## src/rtl/data_dma_if.sv

```systemverilog
// data_dma_if: RAM-side bus of the data_dma copy engine.
// The master modport is the initiator (drives address/write), the slave modport
// is the RAM (returns combinational read data).
interface data_dma_if #(
    parameter int ADDRESS_WIDTH = 32,
    parameter int DATA_WIDTH    = 32
);
    logic                     Data_WE;
    logic [ADDRESS_WIDTH-1:0] Data_addr;
    logic [DATA_WIDTH-1:0]    Data_WD;
    logic [DATA_WIDTH-1:0]    Data_RD;

    modport master (
        output Data_WE,
        output Data_addr,
        output Data_WD,
        input  Data_RD
    );

    modport slave (
        input  Data_WE,
        input  Data_addr,
        input  Data_WD,
        output Data_RD
    );
endinterface

```

## src/rtl/data_dma.sv

```systemverilog
// data_dma: word-granular copy engine for the data RAM port.
// After an accepted start it copies word_count words from src_addr to dst_addr,
// one READ cycle followed by one WRITE cycle per word, stepping both pointers by 4.
// Optional feature macro DATA_DMA_CHECKSUM_EN adds a running 32-bit sum of all
// words read, exposed on the checksum port.
// Only DATA_WIDTH = 32 is meaningful: the byte step of 4 assumes 32-bit words.
module data_dma #(
    parameter int ADDRESS_WIDTH = 32,
    parameter int DATA_WIDTH    = 32,
    parameter int COUNT_WIDTH   = 8
) (
    input  logic                     clk,
    input  logic                     rst_n,
    input  logic                     start,
    input  logic [ADDRESS_WIDTH-1:0] src_addr,
    input  logic [ADDRESS_WIDTH-1:0] dst_addr,
    input  logic [COUNT_WIDTH-1:0]   word_count,
    output logic                     busy,
    output logic                     done,
    data_dma_if.master               ram
`ifdef DATA_DMA_CHECKSUM_EN
    ,
    output logic [DATA_WIDTH-1:0]    checksum
`endif
);

    localparam logic [1:0] ST_IDLE  = 2'd0;
    localparam logic [1:0] ST_READ  = 2'd1;
    localparam logic [1:0] ST_WRITE = 2'd2;
    localparam logic [1:0] ST_DONE  = 2'd3;

    localparam logic [ADDRESS_WIDTH-1:0] ADDR_STEP = ADDRESS_WIDTH'(4);

    logic [1:0]               state_q, state_d;
    logic [ADDRESS_WIDTH-1:0] src_ptr_q, src_ptr_d;
    logic [ADDRESS_WIDTH-1:0] dst_ptr_q, dst_ptr_d;
    logic [COUNT_WIDTH-1:0]   remaining_q, remaining_d;
    logic [DATA_WIDTH-1:0]    rd_buf_q, rd_buf_d;
`ifdef DATA_DMA_CHECKSUM_EN
    logic [DATA_WIDTH-1:0]    checksum_q, checksum_d;
`endif

    // Next-state logic: sequence IDLE -> READ/WRITE pairs -> DONE -> IDLE.
    always_comb begin
        state_d     = state_q;
        src_ptr_d   = src_ptr_q;
        dst_ptr_d   = dst_ptr_q;
        remaining_d = remaining_q;
        rd_buf_d    = rd_buf_q;
`ifdef DATA_DMA_CHECKSUM_EN
        checksum_d  = checksum_q;
`endif
        case (state_q)
            ST_IDLE: begin
                if (start) begin
                    src_ptr_d   = src_addr;
                    dst_ptr_d   = dst_addr;
                    remaining_d = word_count;
`ifdef DATA_DMA_CHECKSUM_EN
                    checksum_d  = '0;
`endif
                    state_d     = (word_count == '0) ? ST_DONE : ST_READ;
                end
            end
            ST_READ: begin
                rd_buf_d  = ram.Data_RD;
                src_ptr_d = src_ptr_q + ADDR_STEP;
`ifdef DATA_DMA_CHECKSUM_EN
                checksum_d = checksum_q + ram.Data_RD;
`endif
                state_d   = ST_WRITE;
            end
            ST_WRITE: begin
                dst_ptr_d   = dst_ptr_q + ADDR_STEP;
                remaining_d = remaining_q - COUNT_WIDTH'(1);
                state_d     = (remaining_q == COUNT_WIDTH'(1)) ? ST_DONE : ST_READ;
            end
            default: begin
                state_d = ST_IDLE;
            end
        endcase
    end

    // State registers with synchronous active-low reset.
    always_ff @(posedge clk) begin
        if (!rst_n) begin
            state_q     <= ST_IDLE;
            src_ptr_q   <= '0;
            dst_ptr_q   <= '0;
            remaining_q <= '0;
            rd_buf_q    <= '0;
`ifdef DATA_DMA_CHECKSUM_EN
            checksum_q  <= '0;
`endif
        end else begin
            state_q     <= state_d;
            src_ptr_q   <= src_ptr_d;
            dst_ptr_q   <= dst_ptr_d;
            remaining_q <= remaining_d;
            rd_buf_q    <= rd_buf_d;
`ifdef DATA_DMA_CHECKSUM_EN
            checksum_q  <= checksum_d;
`endif
        end
    end

    // Output decode from registered state only; the write strobe is also gated by
    // rst_n so a write cannot commit on the same edge that resets the engine.
    always_comb begin
        busy          = (state_q != ST_IDLE);
        done          = (state_q == ST_DONE);
        ram.Data_WE   = (state_q == ST_WRITE) && rst_n;
        ram.Data_addr = '0;
        ram.Data_WD   = '0;
        if (state_q == ST_READ) begin
            ram.Data_addr = src_ptr_q;
        end else if (state_q == ST_WRITE) begin
            ram.Data_addr = dst_ptr_q;
            ram.Data_WD   = rd_buf_q;
        end
    end

`ifdef DATA_DMA_CHECKSUM_EN
    assign checksum = checksum_q;
`endif

endmodule

```

## src/flat_wrapper.sv

```systemverilog
// flat-port wrapper written by rule: the top's interface ports become plain ports
module data_dma_flat 
#(
    parameter int ADDRESS_WIDTH = 32,
    parameter int DATA_WIDTH    = 32,
    parameter int COUNT_WIDTH   = 8
)
  (clk, rst_n, start, src_addr, dst_addr, word_count, busy, done, ram_Data_WE, ram_Data_addr, ram_Data_WD, ram_Data_RD);
  data_dma_if #(.ADDRESS_WIDTH(ADDRESS_WIDTH), .DATA_WIDTH(DATA_WIDTH)) ram_i ();
  input  logic clk;
  input  logic rst_n;
  input  logic start;
  input  logic [ADDRESS_WIDTH-1:0] src_addr;
  input  logic [ADDRESS_WIDTH-1:0] dst_addr;
  input  logic [COUNT_WIDTH-1:0] word_count;
  output logic busy;
  output logic done;
  output wire logic [$bits(ram_i.Data_WE)-1:0] ram_Data_WE;
  output wire logic [$bits(ram_i.Data_addr)-1:0] ram_Data_addr;
  output wire logic [$bits(ram_i.Data_WD)-1:0] ram_Data_WD;
  input wire logic [$bits(ram_i.Data_RD)-1:0] ram_Data_RD;
  assign ram_Data_WE = ram_i.Data_WE;
  assign ram_Data_addr = ram_i.Data_addr;
  assign ram_Data_WD = ram_i.Data_WD;
  assign ram_i.Data_RD = ram_Data_RD;
  data_dma #(.ADDRESS_WIDTH(ADDRESS_WIDTH), .DATA_WIDTH(DATA_WIDTH), .COUNT_WIDTH(COUNT_WIDTH)) u_core (.clk(clk), .rst_n(rst_n), .start(start), .src_addr(src_addr), .dst_addr(dst_addr), .word_count(word_count), .busy(busy), .done(done), .ram(ram_i));
endmodule
```

## config.mk

```make
export PLATFORM = sky130hd
export DESIGN_NAME = data_dma_flat
export DESIGN_NICKNAME = d
export VERILOG_FILES = /design/src/rtl/data_dma_if.sv /design/src/rtl/data_dma.sv /design/src/flat_wrapper.sv
export SDC_FILE = /design/constraint.sdc
export NUM_CORES = 1
export LEC_CHECK = 0
export CAP_MARGIN = 20
export CORE_MARGIN = 1.5
export CORE_UTILIZATION = 25
export DETAILED_ROUTE_END_ITERATION = 7
export GPL_TIMING_DRIVEN = 0
export PLACE_DENSITY = 0.46
export SYNTH_ARGS = -nofsm -noshare
export SYNTH_HDL_FRONTEND = slang
export SYNTH_SLANG_ARGS = --single-unit
```

## constraint.sdc

```tcl
create_clock -name clk -period 1.7 [get_ports clk]
set_input_delay 0.255 -clock clk [delete_from_list [all_inputs] [get_ports clk]]
set_output_delay 0.255 -clock clk [all_outputs]
set_load 0.05 [all_outputs]
```

==> metrics.csv <==
metric;value;unit
Hold Path Depth;3;
post-layout min period;1.98;ns
Final Skew;0.0141;ns
Synth top area share;35.0;%
initial drt markers;507;
Die Footprint;25200;µm²
CTS Sinks;106;
Initial DRT Pass Iterations;5;
DRC Markers;0;
die width;159;µm
cts hold-fix bufs;0;
Mapped Nets;921;
Clock transition at path regs;0.09;ns
TritonCTS Buffers;9;
Max Fclk;505;MHz
H-tree Lvls;3;
critical path depth;6;
RSZ-0062 raised after global routing;true;
Max Slew Vio Count;0;
die span in y;159;µm
crit-path most repeated cell;buf_8;
CP required;1.44;ns
FP Rows;56;
status;finished, violations left;
Clock power frac;29.9;%
Rel. slew slack;25.7;%
placed cells;1301;
DP HPWL;20700;µm
post-synthesis sequential element count;106;
grt total ovfl;0;
Worst Tran Pin Value;1.11;ns
Syn-to-layout area delta;78.5;%
first-pass GRT wire length;42800;µm
Place WS;-1.52;ns
Mapped Area;6060;µm²
critical-path cell list;nand2b_4 > buf_8 > buf_8 > clkbuf_16 > o21ai_4 > buf_6;
DRT antenna net count;0;
Psw;2.75;mW
ranking of synthesized cells by area;dfxtp_1, nand2_1, a21oi_1;
setup ws final;-0.280;ns
Post-synth EDFFs;0;
Layout Cells excl Fill;1387;
sequential share of power;38.9;%
HP Start;src_addr[0];
Port Buf Inserts;172;
largest net degree at the start of global routing;21;
worst hold path endpoint;u_core.src_ptr_q[0]$_SDFFE_PN0P_;
main flop type after synthesis;dfxtp_1;
reg-to-reg critical path endpoint;u_core.src_ptr_q[12]$_SDFFE_PN0P_;
crit path launch;u_core.state_q[1]$_SDFFE_PN0P_;
synth warn;0;
Async S/R FF share, synth;0;%
share of cells above drive strength 1;37.8;%
Worst R2R Path Depth;6;
clock latency on the worst-skew pair;0.37;ns
Vias/cell;5.26;
number of global-route vias before repair;6949;
CTS tree;built;
CTS Root Cell;clkbuf_16;
RR Startpoint;u_core.state_q[0]$_SDFFE_PN0P_;
R2R Setup Slk;-0.10;ns
post-synthesis sequential area ratio;35.0;%
Netlist cell types;70;
Initial Utilization;25.7;%
maximum buffer depth of the clock tree;2;
CP arrival;1.72;ns
area leader, netlist;dfxtp_1;
Setup violations, final;78;
Top Family by Delay on Critical Path;buffers and inverters;
WP buf/inv;4;
Power Density;725;nW/µm²
nets;1173;
Setup CP Type;register to output port;
leakage power;4.26;nW
via count;7302;
Syn Area/Cell;7.48;µm²
Crit-path slowest cell;dfxtp_4;
Sw Share;35.1;%
crit path capture type;output port;
Hold Vio Cnt, Final;0;
GRT Total Usage;23.1;%
failing checks;setup timing;
Routed wire per std cell;21.2;µm
Placeable Area;23600;µm²
Hold Crit Class;primary input to register;
global placer's final weighted congestion;0.872;
Top-Level Pins;174;
Worst path max stage delay;0.40;ns
final wirelength;29300;µm
max_cap viols;0;
initial antenna violation count;0;
Crit Path Max Fanout;7;
synthesized instance count;810;
P_int;5.08;mW
maximum vdd drop;0.557;mV
Combinational Power Share;31.2;%
Tcrit/Tclk final;116;%
CP startpoint kind;register;
## tightest hold or removal path, stage by stage
cell	delay (ns)
clkdlybuf4s50_1	0.39
nand2_1	0.06
a21oi_1	0.05
## worst max path at each step
stage,end,slack [ns]
2_1_floorplan,ram_Data_addr[21],-0.07
3_5_place_dp,ram_Data_addr[30],-1.52
6_report,ram_Data_addr[19],-0.28
5_1_grt,ram_Data_addr[29],-0.32
4_1_cts,ram_Data_addr[19],-0.31
3_3_place_gp,ram_Data_addr[30],-1.52
## kinds of logic (layout without fill, tap and decap cells)
kind of cell	Yosys count	count (layout)	synth area share (%)
compound gates	243	243	26.1
xor+xnor	10	10	1.45
fa+ha+maj	4	4	0.826
buf+inv	82	339	5.37
flops	106	106	35.0
mux	7	7	1.20
other cells	0	1	0
simple gates	358	358	30.0
## power by group through the flow
stage          clock network [mW]  registers, mW  logic (mW)
5_1_grt                      2.50           3.07        2.61
3_5_place_dp                    0           3.03        1.87
6_report                     2.34           3.04        2.45
3_3_place_gp                    0           3.03        1.87
2_1_floorplan                   0           2.94        1.12
4_1_cts                      2.40           3.01        2.27
## flip-flops by register name, summed over array words and instances (netlist names)
| register | flops |
|---|---|
| u_core.dst_ptr_q | 32 |
| u_core.rd_buf_q | 32 |
| u_core.src_ptr_q | 32 |
| u_core.remaining_q | 8 |
| u_core.state_q | 2 |
## layer usage
| layer | up-vias | share of wire, % | GRT usage (%) | routed length, µm |
|---|---|---|---|---|
| met5 | - | 0 | 0 | 0 |
| met4 | 0 | 2.8 | 8.19 | 817 |
| met3 | 45 | 5.2 | 3.43 | 1530 |
| met2 | 275 | 48 | 38.0 | 14100 |
| met1 | 3512 | 44 | 30.5 | 12900 |
| li1 | 3470 | - | - | - |
## cell usage in the layout, fill, tap and decap left out, types with 13 or more instances in the layout
| master | n |
|---|---|
| a21oi_1 | 81 |
| a22o_4 | 22 |
| and2_4 | 33 |
| and3_1 | 17 |
| buf_4 | 65 |
| buf_6 | 27 |
| buf_8 | 63 |
| clkbuf_16 | 21 |
| clkdlybuf4s50_1 | 105 |
| dfxtp_1 | 63 |
| dfxtp_2 | 22 |
| dfxtp_4 | 21 |
| inv_1 | 14 |
| nand2_1 | 125 |
| nand3_1 | 23 |
| nand4_1 | 13 |
| nor2_1 | 40 |
| nor3_1 | 16 |
| o21ai_0 | 30 |
## per-stage QoR
stage | hold slack [ns] | cell area, µm² | TNS, ns | total power [mW] | utilization [%]
after floorplan | 0.391 | 6370 | -1.37 | 4.06 | -
after global placement | 0.437 | 8490 | -157.34 | 4.90 | 36.0
after detailed placement | 0.444 | 8490 | -155.88 | 4.91 | 36.0
after CTS | 0.397 | 10200 | -17.49 | 7.69 | 43.1
after global routing | 0.419 | 10800 | -19.72 | 8.18 | 45.8
final | 0.421 | 10800 | -14.91 | 7.83 | 45.8
## what timing repair did
item,CTS,global route
setup buffers,42,26
cloned,2,4
pin swaps,23,46
endpoints found under the setup margin,173,135
hold endpoints to repair,0,0
gates resized for setup,736,130
## cell type report
| cell class | instances | area [µm²] |
|---|---|---|
| inverter | 16 | 62.6 |
| timing repair buffer | 246 | 2630 |
| antenna | 1 | 2.50 |
| sequential | 106 | 2230 |
| clock buffer | 9 | 225 |
| clock inverter | 7 | 95.1 |
| tap | 319 | 399 |
| fill | 2334 | 12800 |
| multi-input combinational | 622 | 4450 |
| buffer | 61 | 721 |
## synth_stat cells (all sizes together), types with 13 or more instances
cell    number
a211oi      13
a21oi       84
a22o        26
and2        36
and3        20
buf         19
clkbuf      47
dfxtp      106
inv         16
nand2      144
nand3       29
nand4       14
nor2        41
nor3        25
nor4        19
o21ai       39
Power figures use the tool's default switching activity.
==> RTL change 1, RTL diff (same flow settings) <==
Reset style: asynchronous (`rst_n`), changed in one clocked block. Comments in the files are not updated.
--- a/src/rtl/data_dma.sv
+++ b/src/rtl/data_dma.sv
@@ -82,7 +82,7 @@
     end
 
     // State registers with synchronous active-low reset.
-    always_ff @(posedge clk) begin
+    always_ff @(posedge clk or negedge rst_n) begin
         if (!rst_n) begin
             state_q     <= ST_IDLE;
             src_ptr_q   <= '0;
Check against the original RTL: differs if rst_n is asserted again (counterexample within 4 cycles, from zero or initial values and one cycle with rst_n low); with rst_n held inactive, the same outputs for 10 cycles.
==> RTL change 1 against the original RTL <==
  * The run ends with hold timing, setup timing left
  * Final area down 0.95%
  * First-iteration DRC count decreased by 28%
  * Register-to-register slack lost 0.17 ns
  * Count of clock-buffer cells in the layout stayed put
  * Setup slack got worse by 0.11 ns
  * Routed wire length is 7.9% lower
  * Synthesized cell count decreased by 9.1%
  * Sequential cell count stayed put
  * Synthesized area up 1.7%
  * Via count decreased by 7.4%
  * Critical endpoint is now ram_Data_addr[14]
  * Largest cell class unchanged
  * Highest routed layer is now met5
Power is not compared: it rests on default switching activity, and its combinational part moved more than twofold at a synthesized area within 25%.
==> RTL change 1: results <==
[sta]
slew_headroom = 0.668
finalHoldViolations = 44
setup_slack_ns = -0.389
holdWs_ns = -0.179
setup_viol = 121
tns_ns = -25.98
skew_ns = 0.00663

[synth]
ys_seq_area_frac = 0.430
synth_common_cells = "157 x nand2_1, 106 x dfrtp_1, 46 x a21oi_1"
ys_types = 60
ys.flop_type = "dfrtp_1"
syn_nets = 847
synthCells = 736

[detailed_routing]
dr.first_iter.drc_count = 366
vias = 6763

[cells_and_area]
nets = 1107
stdcell_count = 1325
antenna_cells = 0

[run_status]
outcome = "complete, but fails checks"
violations = "hold timing, setup timing"

[placement]
port_buffers = 173
gp_congestion = 0.833

[cts]
cts-resized-gates = 630

[grt]
grt_max_degree = 64
antenna_found_initial = 1
grtUsageTotal = 0.206

[critical_path]
arrival_ns = 1.83
path_max_fanout = 8
cp-startpoint = "u_core.state_q[1]"
r2r_slack_ns = -0.27
[RTL change 1: changes by cell type after synthesis, moves of 5 or more]
cell | unedited run | this run
buf_2 | 14 | 5
o221a_2 | 0 | 5
o21ai_0 | 39 | 30
dfxtp_1 | 106 | 0
and2_1 | 36 | 5
dfrtp_1 | 0 | 106
o22ai_1 | 11 | 28
nand2_1 | 144 | 157
nor3_1 | 23 | 16
nand4_1 | 13 | 21
a21oi_1 | 84 | 46
o221ai_1 | 6 | 0
nor4_1 | 16 | 4
and3_1 | 19 | 44
[RTL change 1: worst min path at each step]
stage	start	end	slack [ns]
after CTS	rst_n	u_core.src_ptr_q[21]	-0.16
final	rst_n	u_core.src_ptr_q[21]	-0.18
after detailed placement	rst_n	u_core.src_ptr_q[21]	0.23
after floorplan	rst_n	u_core.dst_ptr_q[0]	-0.04
after global placement	u_core.rd_buf_q[10]	u_core.rd_buf_q[10]	0.45
after global routing	rst_n	u_core.src_ptr_q[21]	-0.16
[RTL change 1: through the flow]
step                      total power (uW)  utilization  worst slack (ns)  hold slack [ns]  cell area (um2)
after floorplan                       2970            -            -0.279          -0.0406             6480
after global placement                3420        0.355             -4.80            0.450             8620
after detailed placement              3420        0.357             -1.45            0.231             8650
after CTS                             5900        0.412            -0.406           -0.158             9990
after global routing                  6100        0.442            -0.450           -0.155            10700
final                                 5870        0.442            -0.389           -0.179            10700
[RTL change 1: metal layers]
| metal | vias up | global-route usage | wire (um) |
|---|---|---|---|
| met1 | 3254 | 0.270 | 12200 |
| met3 | 30 | 0.0631 | 2130 |
| li1 | 3229 | - | - |
| met2 | 248 | 0.332 | 12300 |
| met4 | 2 | 0.0450 | 416 |
| met5 | - | 0 | 12 |
[RTL change 1: power by group]
| part | internal, uW | switching (uW) |
|---|---|---|
| Clock | 1310 | 1090 |
| Combinational | 454 | 361 |
| Sequential | 2590 | 60.4 |
[RTL change 1: worst max-delay path, cell delays in order, from the launching register on]
cell     delay, ns
dfrtp_1       0.43
buf_4         0.16
nor2b_4       0.22
buf_12        0.19
buf_12        0.14
nand2_2       0.07
o21ai_4       0.09
buf_6         0.18
[RTL change 1: logic make-up after synthesis]
kind of cell             count (synthesis)  share of synthesized area
adder cells (fa/ha/maj)                  4                    0.00812
buffers and inverters                   70                     0.0443
multiplexers                             8                     0.0130
AO/OA/AOI/OAI                          195                      0.215
XOR/XNOR                                 5                    0.00711
AND/OR/NAND/NOR                        348                      0.282
flip-flops                             106                      0.430
[RTL change 1: layout make-up]
type	instances	area, um2
Sequential cell	106	2680
Timing Repair Buffer	257	2800
Inverter	12	53.8
Fill cell	2403	13500
Buffer	50	572
Multi-Input combinational cell	560	3870
Clock buffer	9	225
Tap cell	324	405
Clock inverter	7	100
==> RTL change 2, RTL diff (config.mk and constraints unchanged) <==
Without the edit above. `DATA_WIDTH` is set to 32 in 3 places; all go to 48. Comments in the files are not updated.
--- a/src/rtl/data_dma_if.sv
+++ b/src/rtl/data_dma_if.sv
@@ -3,7 +3,7 @@
 // is the RAM (returns combinational read data).
 interface data_dma_if #(
     parameter int ADDRESS_WIDTH = 32,
-    parameter int DATA_WIDTH    = 32
+    parameter int DATA_WIDTH    = 48
 );
     logic                     Data_WE;
     logic [ADDRESS_WIDTH-1:0] Data_addr;
--- a/src/rtl/data_dma.sv
+++ b/src/rtl/data_dma.sv
@@ -6,7 +6,7 @@
 // Only DATA_WIDTH = 32 is meaningful: the byte step of 4 assumes 32-bit words.
 module data_dma #(
     parameter int ADDRESS_WIDTH = 32,
-    parameter int DATA_WIDTH    = 32,
+    parameter int DATA_WIDTH    = 48,
     parameter int COUNT_WIDTH   = 8
 ) (
     input  logic                     clk,
--- a/src/flat_wrapper.sv
+++ b/src/flat_wrapper.sv
@@ -2,7 +2,7 @@
 module data_dma_flat 
 #(
     parameter int ADDRESS_WIDTH = 32,
-    parameter int DATA_WIDTH    = 32,
+    parameter int DATA_WIDTH    = 48,
     parameter int COUNT_WIDTH   = 8
 )
   (clk, rst_n, start, src_addr, dst_addr, word_count, busy, done, ram_Data_WE, ram_Data_addr, ram_Data_WD, ram_Data_RD);
Interface: changed (resized ram_Data_RD and ram_Data_WD); port bits go from 174 to 206. The function was not compared with the original's and may differ.
==> RTL change 2 against the original RTL <==
  * Synthesized area rose by 10%
  * Routed wire length is 11% higher
  * Synthesized cell count rose by 9.3%
  * The run ends with DRC, setup timing left
  * Critical path depth did not move
  * Final area rose by 11%
  * Sequential cell count grew 16
  * Combinational power shrank 17%
  * Sequential power grew 12%
  * Hold slack got worse by 0.063 ns
  * Setup slack worse by 0.075 ns
  * Power grew 16%
  * Critical path type unchanged
==> RTL change 2: results <==
[run_status]
outcome = "complete, but fails checks"
violations = "DRC, setup timing"

[cts]
cts.path.max_buffers = 2
path_clk_slew_ns = 0.07
cts_htree_levels = 4
cts_buffers = 17
worstSkewPairLatency_ns = 0.44

[detailed_routing]
wl_met3_mm = 1.78
vias = 7960
route.detailed.drc = 7
wl_met2_mm = 15.7
wl_per_cell_um = 21.4
wl_met1_mm = 14.4
drt_first_pass_iters = 8
dr.first_iter.drc_count = 587

[synth]
ys_seq_area_frac = 0.366
synth_area_leaders = "dfxtp_1 37%, a21oi_1 8.3%, nand2_1 8.1%, and2_1 4.8%, a22o_1 3.8%"
synth_common_cells = "144 x nand2_1, 122 x dfxtp_1, 111 x a21oi_1"
syn_nets = 1012
ys_types = 60

[power_and_ir_drop]
vdd_ir_drop_max_uv = 589
p_leak_uw = 0.00469

[critical_path]
critical-path-max-stage-delay_ns = 0.35
r2r.worst_path.cells = 9
slowest_stage = "dfxtp_2"
worstReg2RegEnd = "u_core.dst_ptr_q[19]"
timing.rr.start = "u_core.state_q[1]"
arrival_ns = 1.80
r2r_slack_ns = 0.03
path_max_fanout = 6

[cells_and_area]
biggestRegsByFlops = "u_core.rd_buf_q (48), u_core.dst_ptr_q (32), u_core.src_ptr_q (32)"
layout-drive-gt1-share = 0.361
nets = 1298
n_fill_cell = 2637

[placement]
port_buffers = 204
gp_congestion = 0.866
dpl.hpwl_mm = 23.2
dp_slack_ns = -1.63

[grt]
grt_max_degree = 17
grt_first_pass_wirelength_mm = 47.3
grt_pass1_vias = 7496
grtUsageTotal = 0.228
antenna_found_initial = 1

[sta]
setup_slack_ns = -0.355
slew_headroom = 0.422
tns_ns = -24.53
setup_viol = 81

[worst_hold_path]
min_to = "u_core.rd_buf_q[32]"
hold_depth = 3
hp-start = "ram_Data_RD[32]"
[RTL change 2: cell types whose count changed after synthesis, sizes merged, moves of 7 or more]
| cell | unedited run | this run |
|---|---|---|
| and2 | 36 | 51 |
| o22ai | 11 | 20 |
| o221ai | 6 | 13 |
| clkbuf | 47 | 57 |
| nand4 | 14 | 27 |
| xor2 | 4 | 12 |
| a21oi | 84 | 111 |
| nor2 | 41 | 50 |
| a31oi | 11 | 4 |
| inv | 16 | 8 |
| dfxtp | 106 | 122 |
[RTL change 2: timing repair]
| action | in CTS | in global routing |
|---|---|---|
| cloned | 6 | 4 |
| resized for setup | 811 | 188 |
| pin swaps | 28 | 40 |
| endpoints found under the setup margin | 202 | 184 |
| setup buffers | 36 | 31 |
| hold buffers | 0 | 0 |
[RTL change 2: cell type report]
cell class,instances,area [um2],share of cell area
tap,335,419,0.0350
clock inverter,14,139,0.0116
inverter,9,41.3,0.00345
timing repair buffer,276,3110,0.260
clock buffer,18,439,0.0367
sequential,122,2520,0.210
multi-input combinational,681,4650,0.388
antenna,1,2.50,0.000209
buffer,64,658,0.0549
[RTL change 2: logic make-up (layout without fill, tap and decap cells)]
family	count (synthesis)	count (layout)	share of synthesized area
flip-flops	122	122	0.366
AND/OR/NAND/NOR	387	387	0.287
multiplexers	5	5	0.00769
AO/OA/AOI/OAI	267	267	0.258
adder cells (fa/ha/maj)	4	4	0.00750
XOR/XNOR	18	18	0.0236
buffers and inverters	82	381	0.0501
other	0	1	0
[RTL change 2: metal layers]
layer | GRT usage | vias to the layer above
met1 | 0.305 | 3840
met2 | 0.374 | 272
met3 | 0.0422 | 42
met5 | 0 | -
met4 | 0.0700 | 0
li1 | - | 3806
[RTL change 2: through the flow]
stage                     hold slack, ns  cells  cell area, um2  power, uW
after floorplan                    0.391    885            6860       4220
after global placement             0.437   1424            9320       5000
after detailed placement           0.442   1424            9320       5000
after CTS                          0.352   1489           11200       8930
after global routing               0.369   1520           12000       9460
final                              0.358   1520           12000       9100
[RTL change 2: worst max path at each step]
stage | start | to
3_5_place_dp | u_core.state_q[0] | ram_Data_addr[25]
6_report | u_core.state_q[1] | ram_Data_addr[14]
3_3_place_gp | u_core.state_q[0] | ram_Data_addr[25]
5_1_grt | u_core.state_q[1] | ram_Data_WD[23]
4_1_cts | u_core.state_q[0] | ram_Data_WD[9]
2_1_floorplan | u_core.state_q[0] | ram_Data_addr[10]
[RTL change 2: worst min-delay path, stage by stage]
cell and delay, ns:
clkdlybuf4s50_1 0.39, nand2_1 0.05, a21oi_1 0.05
[RTL change 2: where the power goes]
group          leakage [uW]  switching (uW)  internal (uW)
logic               0.00339            1030           1010
registers           0.00102             332           3090
clock network      0.000276            1560           2080
